<file path="config.mk">
export PLATFORM = sky130hd
export DESIGN_NAME = dff8_write_arbiter
export DESIGN_NICKNAME = d
export VERILOG_FILES = /design/src/rtl/dff8_arb_pkg.sv /design/src/rtl/dff8_rr_pick.sv /design/src/rtl/dff8_write_arbiter.sv
export SDC_FILE = /design/constraint.sdc
export NUM_CORES = 1
export LEC_CHECK = 0
export CORE_UTILIZATION = 42
export DETAILED_ROUTE_END_ITERATION = 10
export GPL_ROUTABILITY_DRIVEN = 0
export MAX_ROUTING_LAYER = met4
export PLACE_DENSITY = 0.89
export REMOVE_ABC_BUFFERS = 1
export SYNTH_ARGS = -nofsm -noshare
export SYNTH_HDL_FRONTEND = slang
export SYNTH_SLANG_ARGS = --single-unit
</file>
<file path="constraint.sdc">
create_clock -name clk -period 2.1 [get_ports clk]
set_input_delay 0.42 -clock clk [delete_from_list [all_inputs] [get_ports clk]]
set_output_delay 0.42 -clock clk [all_outputs]
set_load 0.03 [all_outputs]
</file>
<file path="src/rtl/dff8_arb_pkg.sv">
// rtl/dff8_arb_pkg.sv - shared defaults, types and helpers for the dff8 write arbiter
package dff8_arb_pkg;

    localparam int DEF_W     = 8;
    localparam int DEF_N     = 4;
    localparam int DEF_CNT_W = 16;
    localparam int DEF_IW    = $clog2(DEF_N);

    typedef logic [DEF_W-1:0]  data_t;
    typedef logic [DEF_IW-1:0] idx_t;

    // One-hot vector for a requester index at the default requester count
    function automatic logic [DEF_N-1:0] onehot(idx_t i);
        logic [DEF_N-1:0] v;
        v    = '0;
        v[i] = 1'b1;
        return v;
    endfunction

endpackage

</file>
<file path="src/rtl/dff8_rr_pick.sv">
// rtl/dff8_rr_pick.sv - combinational rotate-priority picker starting at ptr
module dff8_rr_pick
    import dff8_arb_pkg::*;
#(
    parameter int N  = DEF_N,
    parameter int IW = (N > 1) ? $clog2(N) : 1
) (
    input  logic [N-1:0]  req,
    input  logic [IW-1:0] ptr,
    output logic [N-1:0]  gnt,
    output logic [IW-1:0] idx,
    output logic          any
);

    // Scan offsets from farthest to nearest so the requester closest to ptr wins
    always_comb begin
        logic [IW:0] pos;
        pos = '0;
        gnt = '0;
        idx = '0;
        any = 1'b0;
        for (int k = N - 1; k >= 0; k--) begin
            pos = {1'b0, ptr} + (IW+1)'(k);
            if (pos >= (IW+1)'(N)) begin
                pos = pos - (IW+1)'(N);
            end
            if (req[pos[IW-1:0]]) begin
                idx = pos[IW-1:0];
                any = 1'b1;
            end
        end
        if (any) begin
            gnt[idx] = 1'b1;
        end
    end

endmodule

</file>
<file path="src/rtl/dff8_write_arbiter.sv">
// rtl/dff8_write_arbiter.sv - round-robin write arbiter in front of a shared register; grant lock under DFF8_ARB_LOCK_EN
module dff8_write_arbiter
    import dff8_arb_pkg::*;
#(
    parameter int W     = DEF_W,
    parameter int N     = DEF_N,
    parameter int CNT_W = DEF_CNT_W,
    parameter int IW    = (N > 1) ? $clog2(N) : 1
) (
    input  logic           clk,
    input  logic           areset,
    input  logic [N-1:0]   req,
    input  logic [N*W-1:0] wdata,
    input  logic [N-1:0]   lock,
    output logic [N-1:0]   gnt,
    output logic [W-1:0]   q,
    output logic           q_valid,
    output logic [IW-1:0]  last_src,
    output logic [CNT_W-1:0] wr_count
);

    logic [IW-1:0]    ptr_q, ptr_d;
    logic [W-1:0]     q_q, q_d;
    logic             valid_q, valid_d;
    logic [IW-1:0]    src_q, src_d;
    logic [CNT_W-1:0] cnt_q, cnt_d;

    logic [IW-1:0]    pick_idx;
    logic             pick_any;
    logic             lock_hold;

    dff8_rr_pick #(
        .N  (N),
        .IW (IW)
    ) u_pick (
        .req (req),
        .ptr (ptr_q),
        .gnt (gnt),
        .idx (pick_idx),
        .any (pick_any)
    );

`ifdef DFF8_ARB_LOCK_EN
    assign lock_hold = lock[pick_idx];
`else
    logic unused_lock;
    assign unused_lock = ^lock;
    assign lock_hold   = 1'b0;
`endif

    // Next state: capture the winner's data and advance the pointer, else hold everything
    always_comb begin
        ptr_d   = ptr_q;
        q_d     = q_q;
        valid_d = valid_q;
        src_d   = src_q;
        cnt_d   = cnt_q;
        if (pick_any) begin
            q_d     = wdata[int'(pick_idx) * W +: W];
            src_d   = pick_idx;
            valid_d = 1'b1;
            if (cnt_q != {CNT_W{1'b1}}) begin
                cnt_d = cnt_q + CNT_W'(1);
            end
            if (lock_hold) begin
                ptr_d = pick_idx;
            end else if (pick_idx == IW'(N - 1)) begin
                ptr_d = '0;
            end else begin
                ptr_d = pick_idx + IW'(1);
            end
        end
    end

    // State registers; reset clears them immediately so no partial write survives
    always_ff @(posedge clk or posedge areset) begin
        if (areset) begin
            ptr_q   <= '0;
            q_q     <= '0;
            valid_q <= 1'b0;
            src_q   <= '0;
            cnt_q   <= '0;
        end else begin
            ptr_q   <= ptr_d;
            q_q     <= q_d;
            valid_q <= valid_d;
            src_q   <= src_d;
            cnt_q   <= cnt_d;
        end
    end

    assign q        = q_q;
    assign q_valid  = valid_q;
    assign last_src = src_q;
    assign wr_count = cnt_q;

endmodule

</file>
# == Word-level counts from Yosys, hierarchy flattened ==
# Cells that the tools add are included.
# op_classes
reduce_logical,2
n_eq_ne,2
addsub,9
order_cmp,10
mux,24
shifts,1
# op_table
cell,count
$shiftx A32 B6 Y8,1
$mux W2,9
$add A16 B1 Y16 const B,1
$ne A16 B16 Y1 const B,1
$lt A2 B3 Y1 const B,5
$ge A3 B3 Y1 const B,3
$mux W1,9
$bmux W1 S2,4
$sub A2 B1 Y2 const B,4
$add A2 B2 Y3 const B,2
$mux W4,1
$add A2 B1 Y3 const B,1
$ge A2 B3 Y1 const B,1
$add A2 B1 Y2 const B,1
$demux W1 S2,1
$eq A2 B2 Y1 const B,1
$ge A2 B1 Y1 const B,1
$reduce_and A2 Y1,1
$logic_and A1 B1 Y1,1
# totals
word_cells,53
out_inout_bits,31
input_bits,42
regBits,29

# == Depth between registers and ports, before layout ==
# Gate-level depths: netlist of run 1.
# logic_depth
ltp_word,14
mapped_depth,8
depth_no_buf,7

# == Hierarchy ==
# From an unflattened synthesis of run 1, not the netlist that was laid out.
# hier_totals
cells_unflattened,142
hier_area_um2,1685.4
# modules_own_cells
mod,cells_each,seq_area_each_um2,area_each_um2,n_inst
dff8_write_arbiter,109,725.7,1473.9,1
dff8_rr_pick,33,0.0,211.5,1

# == Worst setup path after synthesis of run 1 ==
# OpenSTA, ideal clock, no wires.
# synth_timing
kind,register -> output
start,register ptr_q[0]
end,output gnt[0]
stages_incl_launch_ff,6
path_buffers,1
arrival_time_ns,1.799
path_slack_ns,-0.119
required_time_ns,1.680
path_cell_list,dfrtp_1 and2b_1 nor2_1 o22a_1 buf_2 nor3_1
# synth_via
elab_chain_cells,14
word_cells_on_any_way,37
classes_between,add/sub (7); order compare (6); mux (23); reduce/logical (1)
# synth_lines
element,line,text
from (decl),dff8_write_arbiter.sv:22,"logic [IW-1:0] ptr_q, ptr_d;"
from (signal assigned),dff8_write_arbiter.sv:84,ptr_q <= ptr_d;
$add A2 B2 Y3,dff8_rr_pick.sv:23,"pos = {1'b0, ptr} + (IW+1)'(k);"
$ge A3 B3 Y1 / $sub A2 B1 Y2 (equally long branches),"dff8_rr_pick.sv:24, dff8_rr_pick.sv:25",
$mux W2,dff8_rr_pick.sv:24,if (pos >= (IW+1)'(N)) begin
$bmux W1 S2,dff8_rr_pick.sv:27,if (req[pos[IW-1:0]]) begin
$mux W1 (implied by the code),dff8_rr_pick.sv:27,
$mux W2 (4 in series),dff8_rr_pick.sv:27,
$lt A2 B3 Y1 (implied by the code) / $ge A2 B1 Y1 (equally long branches),dff8_rr_pick.sv:33,gnt[idx] = 1'b1;
$logic_and A1 B1 Y1 (implied by the code),dff8_rr_pick.sv:33,
$mux W1 (implied by the code),dff8_rr_pick.sv:33,
$demux W1 S2,--,
$mux W4 *,dff8_rr_pick.sv:32,if (any) begin
to (decl),dff8_write_arbiter.sv:15,"output logic [N-1:0] gnt,"
# Every way passes the cells marked *; elsewhere a longest branch is shown, timed or not. The select of a mux whose other input is x is not followed.

# == Worst setup path in the final report of run 1 ==
# layout_timing
start,register ptr_q[0]
end,output gnt[3]
# The elaborated chain is that of the path after synthesis.

==> results.md, run 1 <==
* Period minus WS final at 2.19 ns
* CP startpoint kind: flip-flop
* Multi-input gate area at roughly 910 um^2
* Share of the clock period used by the worst path at 104%
* Hold Path Sink: q_valid
* Max frequency at 0.456 GHz
* Reg2reg end: q[1]
* Vias at 1584
* Post-Route WL at 4520 um
* Clock tree buffer depth at 2
* CP Data Required Time at 1.68 ns
* Crit path cell chain: and2b_2 -> a2111oi_4 -> nor2_4 -> inv_2 -> ha_4 -> and2_4 -> buf_6
* Clock sinks at 29
* Slew Viols, Final at 0
* FF+latch area at 727 um^2
* H-tree level count at 2
* Final core occ at 71.9%
* DIE AREA at about 0.0042 mm^2
* Worst hold start: q_valid
* Gr usage total at 24.1%
* Area growth, synth to finish at 61.6%
* Ys async rst share at 100%
* Max-cap violation count at 0
* Mux cell area share after synthesis at 6.20%
* Rows at 22
* Post-synthesis adder-cell area fraction at 1.51%
* Die Y at 64.8 um
* Clock slew at reported path FFs at 0.06 ns
* Worst VDD drop at 910 uV
* CP Capture Type: primary output
* Xor and xnor area share after synthesis at 6.35%
* CP max stage delay at approximately 0.38 ns
* Largest family of logic cells by synthesized area: simple AND/OR/NAND/NOR gates
* Number of routed nets with antenna violations at 0
* CTS Hold Bufs at 0
* Post-synth EDFFs at 0
* Vias in the first global route at 1591
* Critical Path Fanout Max at 4
* RSZ-0062 raised after global routing: true
* Share of the synthesized area in the top cell type at 43.9%
* Synth Area in Simple Gates at about 23%
* Total iterations of the first detailed-routing run at 4
* Total gr overflow at 0
* Worst r2r src: ptr_q[0]
* CTS root buf: clkbuf_8
* Worst hold stages at 1
* Failing checks: setup timing
* Top-count cell post-synth: dfrtp_1
* Final Instance Count excl. Fillers at 297
* DP Worst Slack at -0.379 ns
* Clock Skew at approximately 0.0011 ns
* First-pass GRT wire length at 7360 um
* IO Pins at between 70 and 80
* Routed length per instance at about 15 um
* Synthesized area per cell at about 10 um^2
* Post-synthesis register bit count at 29
* Detail Placement HPWL at roughly 3300 um
* Power Dens Cells at 1300 mW/mm^2
* Core area at around 0.0037 mm^2
* DRC at 0
* Relative slew slack at around two thirds
* Diode count at 0
* Final net count at 292
* Netlist cell types at 37
* Setup Crit Path Kind: flip-flop to primary output
* Compound-gate portion of the synthesized area at 15.8%
* Post-synthesis cell count at 159
* Placed Cells at 285
* Iter 0 DRT Violations at around 100
* Slowest-stage cell, CP: dfrtp_1
* Final Hold Viols at 0
* Die X at 64.8 um
* Initial Util at between 40% and 50%
* Crit path DAT at 1.77 ns
* Initial antenna violation count at 0
* Share of layout cells above drive strength 1 at 23.7%
* Mapped Area at 0.00165 mm^2
* Layout fillers at 304
* TritonCTS clock tree: yes
* Clk_lat worst skew at 0.27 ns
* Register area share after synthesis at 43.9%
* Vias per std cell at 5.33
* R2R setup slack at approximately 0.20 ns
* Post-synth top area cell: dfrtp_1
* Worst Hold Class: flip-flop to flip-flop
* Largest net degree at the start of global routing at 30
* P_leak at between 1 and 1.5 nW
* Setup violations, final at 4
* R2R depth at 7
* Final WS setup at -0.0943 ns
* Outcome: finished, violations left
* Primary FF master, synth: dfrtp_1
* Slew of the pin with the lowest slew margin at roughly 0.5 ns
* Port Buffers at 68
* TritonCTS buffer count at 5
* Top post-synthesis cells by area: dfrtp_1 (44%), a211oi_2 (6.1%), mux2i_1 (4.8%)
* Syn. warnings at 0
* Commonest cells in the netlist: dfrtp_1 (29), nor2_1 (17), nand2_1 (13)
## state kept, by name, summed over array words and instances (netlist names)
| signal | flops |
|---|---|
| last_src | 2 |
| q | 8 |
| wr_count | 16 |
| q_valid | 1 |
| ptr_q | 2 |
## power by group
part	switching [mW]	total [mW]	internal, mW
clock	0.202	0.588	0.386
sequential	0.192	0.946	0.754
combinational	1.04	1.93	0.894
## how the worst max path moves through the flow
| stage | start | endpoint | slack, ns | cells past startpoint |
|---|---|---|---|---|
| after floorplan | req[0] | gnt[0] | -0.19 | 5 |
| after global placement | req[2] | gnt[1] | -0.35 | 7 |
| after detailed placement | req[2] | gnt[1] | -0.38 | 7 |
| after CTS | ptr_q[0] | gnt[3] | -0.14 | 7 |
| after global routing | ptr_q[0] | gnt[3] | -0.18 | 7 |
| final | ptr_q[0] | gnt[3] | -0.09 | 7 |
## metrics by stage
| step | power [mW] | area, um^2 | TNS [ns] | hold WS (ns) |
|---|---|---|---|---|
| after global routing | 3.64 | 2670 | -0.626 | 0.495 |
| after floorplan | 1.96 | 1610 | -0.390 | 0.497 |
| after CTS | 3.45 | 2660 | -0.543 | 0.474 |
| final | 3.46 | 2670 | -0.302 | 0.466 |
| after detailed placement | 2.75 | 2460 | -6.38 | 0.457 |
| after global placement | 2.69 | 2460 | -5.73 | 0.449 |
## repair_timing
action                     in CTS  in global routing
buffers inserted                4                  0
gates resized for setup        23                  3
pin swaps                       4                  2
cloned                          0                  0
setup endpoints to repair      11                  4
## cells in the final DEF (no fill, tap or decap), types with 8 or more instances in the layout
cell type,instances
nand2_1,13
nor3b_1,8
clkdlybuf4s50_1,60
buf_4,20
a211oi_2,8
mux2i_1,8
nor2_1,16
xnor2_1,8
dfrtp_1,28
a211oi_1,9
## layer usage
layer / up-vias / track usage (%) / wire length [um]
li1: 749 / - / -
met1: 772 / 28.1 / 1930
met2: 57 / 39.7 / 2280
met3: 6 / 5.46 / 245
met4: 0 / 10.0 / 61
met5: - / - / 0
## worst max-delay path: cells and delay by family, from the launching register on
kind	cells	cell delay, ns
buffers and inverters	2	0.21
adder cells (fa/ha/maj)	1	0.11
AO/OA/AOI/OAI	1	0.35
AND/OR/NAND/NOR	3	0.45
flip-flops	1	0.38
## cells by family (layout without fill, tap and decap cells)
group,after synthesis,after routing
buffers and inverters,11,101
DFF,29,29
xor gates and xnor gates,12,12
and+or+nand+nor,66,66
AOI/OAI and AO/OA,29,29
muxes,10,10
adders and majority gates,2,2
## area by class of cell
| class | instances | area share (%) |
|---|---|---|
| Multi-Input combinational cell | 119 | 34.1 |
| Inverter | 5 | 0.702 |
| Timing Repair Buffer | 88 | 31.4 |
| Sequential cell | 29 | 27.2 |
| Tap cell | 48 | 2.25 |
| Clock buffer | 7 | 3.23 |
| Clock inverter | 1 | 1.12 |
Power figures use the tool's default switching activity.
==> inputs of run 2 (changes only) <==
- PLACE_DENSITY: 0.89 -> 0.8
==> run 2 against run 1 <==
Compared with the run above:
- the run still ends with setup timing left
- sequential power fell by 2.2%
- fmax shrank 6.6%
- cell count is 0.34% lower
- register-to-register slack worse by 0.10 ns
- combinational power grew 3%
- clock-buffer cell count stayed put
- critical path depth rose by 1
- via count decreased by 2.3%
- setup slack got worse by 0.16 ns
- power shrank 1.9%
- critical path type unchanged
==> results.md, run 2 (synthesized netlist as in run 1, its figures left out) <==
* Clock sinks at 29 (unchanged)
* Share of the clock period used by the worst path at 112% (+7.4 points)
* First-pass GRT wire length at 7050 um (-4.1%)
* Detail Placement HPWL at 3130 um (-6.3%)
* Vias per std cell at 5.23 (-2.0%)
* Core area at 0.00372 mm^2 (unchanged)
* TritonCTS clock tree: yes
* Iter 0 DRT Violations at 43 (-57%)
* Crit path DAT at 1.93 ns (+0.16 ns)
* Clock Skew at 0.00606 ns (+0.00494 ns)
* Port Buffers at 68 (unchanged)
* Clock tree buffer depth at 2 (unchanged)
* DIE AREA at 0.00419 mm^2 (unchanged)
* CP max stage delay at 0.40 ns (+0.02 ns)
* Critical Path Fanout Max at 4 (unchanged)
* Total iterations of the first detailed-routing run at 4 (unchanged)
* Area growth, synth to finish at 59.8%
* Outcome: finished, violations left
* Total gr overflow at 0 (unchanged)
* Power Dens Cells at 1290 mW/mm^2 (-0.74%)
* Vias at 1547 (-2.3%)
* Failing checks: setup timing
* Period minus WS final at 2.35 ns (+0.156 ns)
* Final Instance Count excl. Fillers at 296 (-0.34%)
* CP Capture Type: primary output
* Worst Hold Class: flip-flop to flip-flop
* Slew Viols, Final at 0 (unchanged)
* Most frequent cells in the layout: clkdlybuf4s50_1 (60), dfrtp_1 (29), buf_4 (19)
* Final WS setup at -0.250 ns (-0.156 ns)
* Met3 Use GR at 4.40% (-1.1 points)
* Setup violations, final at 4 (unchanged)
* Clk_lat worst skew at 0.28 ns (about the same)
* Largest net degree at the start of global routing at 30 (unchanged)
* RSZ-0062 raised after global routing: true
* Post-Route WL at 4480 um (-0.82%)
* Max FFs per register at 16 (unchanged)
* Vias in the first global route at 1481 (-6.9%)
* Initial Util at 44.5% (unchanged)
* Met2 Track Usage GR at 35.5% (-4.2 points)
* Max frequency at 0.425 GHz (-6.6%)
* Relative slew slack at 71.6% (+5.3 points)
* Final net count at 291 (-0.34%)
* Met1 GRT Util at 29.4% (+1.3 points)
* Die X at 64.8 um (unchanged)
* Most Crowded Layer GR: met2
* H-tree level count at 2 (unchanged)
* Final Hold Viols at 0 (unchanged)
* Placed Cells at 284 (-0.35%)
* CP startpoint kind: flip-flop
* Initial antenna violation count at 0 (unchanged)
* Routed length per instance at 15.1 um (-0.48%)
* CP Data Required Time at 1.68 ns (about the same)
* Max-cap violation count at 0 (unchanged)
* Hold WS at 0.487 ns (+0.0213 ns)
* Crit path cell chain: and2b_2 -> a2111oi_4 -> nor2_4 -> buf_12 -> clkinv_8 -> ha_4 -> and2_4 -> buf_6
* Die Y at 64.8 um (unchanged)
* Rows at 22 (unchanged)
* TritonCTS buffer count at 5 (unchanged)
* Share of layout cells above drive strength 1 at 21.4% (-2.3 points)
* Diode count at 0 (unchanged)
* Gr usage total at 23.2% (-0.90 points)
* P_leak at 1.12 nW (-0.11%)
* Setup Crit Path Kind: flip-flop to primary output
* Slew of the pin with the lowest slew margin at 0.421 ns (-0.0819 ns)
* Slowest-stage cell, CP: dfrtp_1
* Clock slew at reported path FFs at 0.06 ns (about the same)
* Worst VDD drop at 961 uV (+5.6%)
* Most common cell after layout, fill and taps aside: clkdlybuf4s50_1
* CTS root buf: clkbuf_8
* DRC at 0 (unchanged)
* IO Pins at 73 (unchanged)
* Number of routed nets with antenna violations at 0 (unchanged)
## run 2: cell types whose count changed in the layout (fill, tap and decap cells not counted), moves of 2 or more
cell             before  now
clkdlybuf4s15_2       2    0
nor2_2                0    2
dlygate4sd2_1         0    3
nor2_4                3    1
## run 2: report_power, final
part	internal, mW	total [mW]	leakage [nW]	switching (mW)
registers	0.752	0.925	0.354	0.173
logic	0.923	1.98	0.714	1.06
clock network	0.295	0.495	0.0542	0.199
total	1.97	3.40	1.12	1.43
## run 2: path summary, 6_finish.rpt
kind                               start  endpoint  slack (ns)  cells past startpoint
worst max-delay path            ptr_q[0]    gnt[3]       -0.25                      8
worst min register to register   q_valid   q_valid        0.49                      1
worst max register to register  ptr_q[0]      q[3]        0.10                      8
min in group asynchronous         areset      q[1]        0.52                      3
worst min-delay path             q_valid   q_valid        0.49                      1
max in group asynchronous         areset      q[6]        1.29                      3
## run 2: per-stage QoR
stage          cell area (um^2)  util (%)  total power [mW]  setup TNS (ns)  setup slack, ns
6_report                   2640      71.1              3.40          -0.810           -0.250
2_1_floorplan              1610         -              1.96          -0.390           -0.188
3_5_place_dp               2460      66.2              2.73           -8.97           -0.680
3_3_place_gp               2460      66.2              2.70           -8.05           -0.647
4_1_cts                    2620      70.6              3.37          -0.881           -0.237
5_1_grt                    2640      71.1              3.61           -1.06           -0.307
## run 2: critical path, delay by kind of cell, from the launching register on
kind	cells	cell delay, ns
buffers and inverters	3	0.30
DFF	1	0.40
AOI/OAI and AO/OA	1	0.37
adders and majority gates	1	0.10
and+or+nand+nor	3	0.48
## run 2: area by class of cell
cell class | instances | area [um^2]
Sequential cell | 29 | 726
Fill cell | 310 | 1070
Multi-Input combinational cell | 119 | 891
Inverter | 5 | 31.3
Clock buffer | 7 | 96.3
Timing Repair Buffer | 87 | 833
Tap cell | 48 | 60.1
Clock inverter | 1 | 5.00
## run 2: repair_timing
item | in CTS | in global routing
pin swaps | 3 | 2
resized for setup | 19 | 9
setup endpoints to repair | 19 | 9
buffers inserted | 3 | 1
hold buffers | 0 | 0
## run 2: routing by layer
layer,vias up,wire (um),share of wire (%)
met5,-,0,0
met1,748,2050,46
li1,749,-,-
met4,0,91,2.0
met3,8,163,3.6
met2,42,2180,49
==> inputs of run 3 (changes only) <==
- RECOVER_POWER: default -> 25
- SYNTH_HIERARCHICAL: default -> 1
==> run 3 against run 2 <==
Compared with the run above:
- the run now ends clean
- global-route usage shrank 0.95 points
- cell count shrank 7.1%
- clock skew shrank 0.0014 ns
- register-to-register slack lost 0.08 ns
- sequential power grew 2%
- core utilization shrank 1.7 points
- routed wire length shrank 3.3%
- setup slack gained 0.27 ns
- non-clock buffer count grew 1
- worst hold slack lost 0.027 ns
- final area shrank 1.6%
- synthesized area grew 1.9%
- critical endpoint is now q[7]
==> results.md, run 3 <==
* DIE AREA at 0.00427 mm^2 (+1.8%)
* TritonCTS clock tree: yes
* CP Capture Type: flip-flop
* Period minus WS final at 2.08 ns (-0.274 ns)
* Top post-synthesis cells by area: dfrtp_1 (43%), mux4_2 (11%), mux2_2 (8.7%)
* Crit path DAT at 2.24 ns (+0.31 ns)
* Number of routed nets with antenna violations at 0 (unchanged)
* Vias per std cell at 5.38 (+2.9%)
* Worst Hold Class: flip-flop to flip-flop
* Clk_lat worst skew at 0.28 ns (about the same)
* Clock Skew at 0.00461 ns (-0.00145 ns)
* Final Power at 3.00 mW (-12%)
* Die X at 65.3 um (+0.91%)
* Rows at 22 (unchanged)
* Clock slew at reported path FFs at 0.06 ns (about the same)
* Ys async rst share at 100% (unchanged)
* CP startpoint kind: flip-flop
* IO Pins at 73 (unchanged)
* Max frequency at 0.482 GHz (+13%)
* Netlist cell types at 40 (+8.1%)
* Clock tree buffer depth at 2 (unchanged)
* Max-cap violation count at 0 (unchanged)
* Syn. warnings at 6 (+6)
* Sum Neg Setup Slack at 0 ns (+0.810 ns)
* Core area at 0.00374 mm^2 (+0.74%)
* Setup Crit Path Kind: flip-flop to flip-flop
* Clock sinks at 29 (unchanged)
* Crit path cell chain: mux2i_1 -> o22ai_1 -> a31oi_1 -> buf_2 -> mux4_2 -> mux2_2
* DRC at 0 (unchanged)
* Share of layout cells above drive strength 1 at 27.3% (+5.9 points)
* Placed Cells at 265 (-6.7%)
* Primary FF master, synth: dfrtp_1
* Synthesized area per cell at 11.9 um^2 (+14%)
* Area growth, synth to finish at 54.3%
* Outcome: complete, no violations
* Share of the synthesized area in the top cell type at 43.1% (-0.81 points)
* Most common cell after layout, fill and taps aside: clkdlybuf4s50_1
* Final net count at 271 (-6.9%)
* Power Dens Cells at 1150 mW/mm^2 (-10%)
* Die Y at 65.3 um (+0.91%)
* First-pass GRT wire length at 6800 um (-3.5%)
* Total gr overflow at 0 (unchanged)
* Post-synth top area cell: dfrtp_1
* Final WS setup at 0.0240 ns (+0.274 ns)
* Initial antenna violation count at 0 (unchanged)
* TritonCTS buffer count at 5 (unchanged)
* Top-count cell post-synth: dfrtp_1
* Initial Util at 45.0% (+0.51 points)
* Relative slew slack at 53.9% (-18 points)
* DP Worst Slack at -0.474 ns (+0.206 ns)
* Max FFs per register at 16 (unchanged)
* Slowest-stage cell, CP: mux4_2
* CP max stage delay at 0.50 ns (+0.10 ns)
* Setup violations, final at 0 (-4)
* Largest net degree at the start of global routing at 30 (unchanged)
* Total iterations of the first detailed-routing run at 4 (unchanged)
* Commonest cells in the netlist: dfrtp_1 (29), mux2_2 (13), xnor2_1 (9)
* Slew Viols, Final at 0 (unchanged)
* RSZ-0062 raised after global routing: true
* Final Hold Viols at 0 (unchanged)
* H-tree level count at 2 (unchanged)
* Final core occ at 69.5% (-1.7 points)
* Vias at 1479 (-4.4%)
* Iter 0 DRT Violations at 30 (-30%)
* Register area share after synthesis at 43.1% (-0.81 points)
* Routed length per instance at 15.7 um (+4.1%)
* Post-Route WL at 4330 um (-3.3%)
* Post-synth EDFFs at 0 (unchanged)
* Final Instance Count excl. Fillers at 275 (-7.1%)
* Mapped Area at 0.00169 mm^2 (+1.9%)
* Slew of the pin with the lowest slew margin at 0.691 ns (+0.270 ns)
* Diode count at 0 (unchanged)
* Post-synthesis register bit count at 29 (unchanged)
* Port Buffers at 68 (unchanged)
* P_leak at 1.15 nW (+2.2%)
* Vias in the first global route at 1495 (+0.95%)
* Most frequent cells in the layout: clkdlybuf4s50_1 (59), dfrtp_1 (28), buf_4 (22)
* CP Data Required Time at 2.26 ns (+0.58 ns)
* Gr usage total at 22.2% (-0.95 points)
* Detail Placement HPWL at 3230 um (+3.3%)
* Worst VDD drop at 781 uV (-19%)
* CTS root buf: clkbuf_8
* Critical Path Fanout Max at 7 (+3)
* Share of the clock period used by the worst path at 98.9% (-13 points)
* Post-synthesis cell count at 142 (-11%)
==> run 3: cell types whose count changed after synthesis, moves of 3 or more <==
| cell | change |
|---|---|
| nor2_1 | -11 |
| buf_4 | +3 |
| mux2i_1 | -7 |
| nand2_1 | -9 |
| a211oi_2 | -7 |
| mux2_2 | +11 |
| and3_1 | +4 |
| mux4_2 | +8 |
| a211oi_1 | -9 |
| nor3b_1 | -8 |
==> run 3: stage by stage <==
stage               instance area (um^2)  hold WS [ns]
floorplan                           1610         0.498
global placement                    2470         0.451
detailed placement                  2470         0.450
CTS                                 2570         0.464
global route                        2600         0.475
finish                              2600         0.460
==> run 3: metal layers <==
layer | global-route usage (%) | wire [um] | vias to the layer above
met5 | - | 0 | -
met3 | 6.08 | 238 | 9
met1 | 23.3 | 1740 | 716
li1 | - | - | 696
met2 | 39.0 | 2270 | 58
met4 | 9.51 | 81 | 0
==> run 3: worst paths after layout <==
path | slack (ns) | cells after the start | endpoint | start
setup / recovery | 0.02 | 6 | q[7] | ptr_q[1]
hold reg to reg | 0.46 | 1 | q_valid | q_valid
min in group asynchronous | 0.78 | 3 | q[5] | areset
setup reg to reg | 0.02 | 6 | q[7] | ptr_q[1]
hold / removal | 0.46 | 1 | q_valid | q_valid
max in group asynchronous | 0.84 | 3 | ptr_q[1] | areset
==> run 3: what timing repair did <==
item | 4_1_cts | 5_1_grt
hold buffers | 0 | 0
setup buffers | 1 | 1
resized for setup | 7 | 8
cloned | 1 | 0
hold endpoints to repair | 0 | 0
pin swaps | 0 | 1
setup endpoints to repair | 12 | 10
==> run 3: logic make-up (layout without fill, tap and decap cells) <==
family          after synthesis  in the layout  share of synthesized area, %
xor+xnor                     11             11                          5.72
mux                          23             23                          20.9
buf+inv                      15            100                          5.49
simple gates                 39             39                          13.9
compound gates               23             23                          9.50
flops                        29             29                          43.1
fa+ha+maj                     2              2                          1.48
==> run 3: worst max-delay path, delay by kind of cell (launching register included) <==
kind	cells	cell delay [ns]
multiplexers	3	0.99
buffers and inverters	1	0.22
AO/OA/AOI/OAI	2	0.31
flip-flops	1	0.44
==> run 3: area by class of cell <==
type                            count  area (um^2)
Tap cell                           48         60.1
Inverter                            5         18.8
Timing Repair Buffer               88          815
Fill cell                         286         1140
Clock buffer                        7         86.3
Multi-Input combinational cell     98          893
Sequential cell                    29          727
==> run 3: report_power, final <==
part / switching, mW / internal, mW / total [mW]
clock: 0.201 / 0.259 / 0.461
combinational: 0.773 / 0.827 / 1.60
sequential: 0.197 / 0.743 / 0.940
total: 1.17 / 1.83 / 3.00
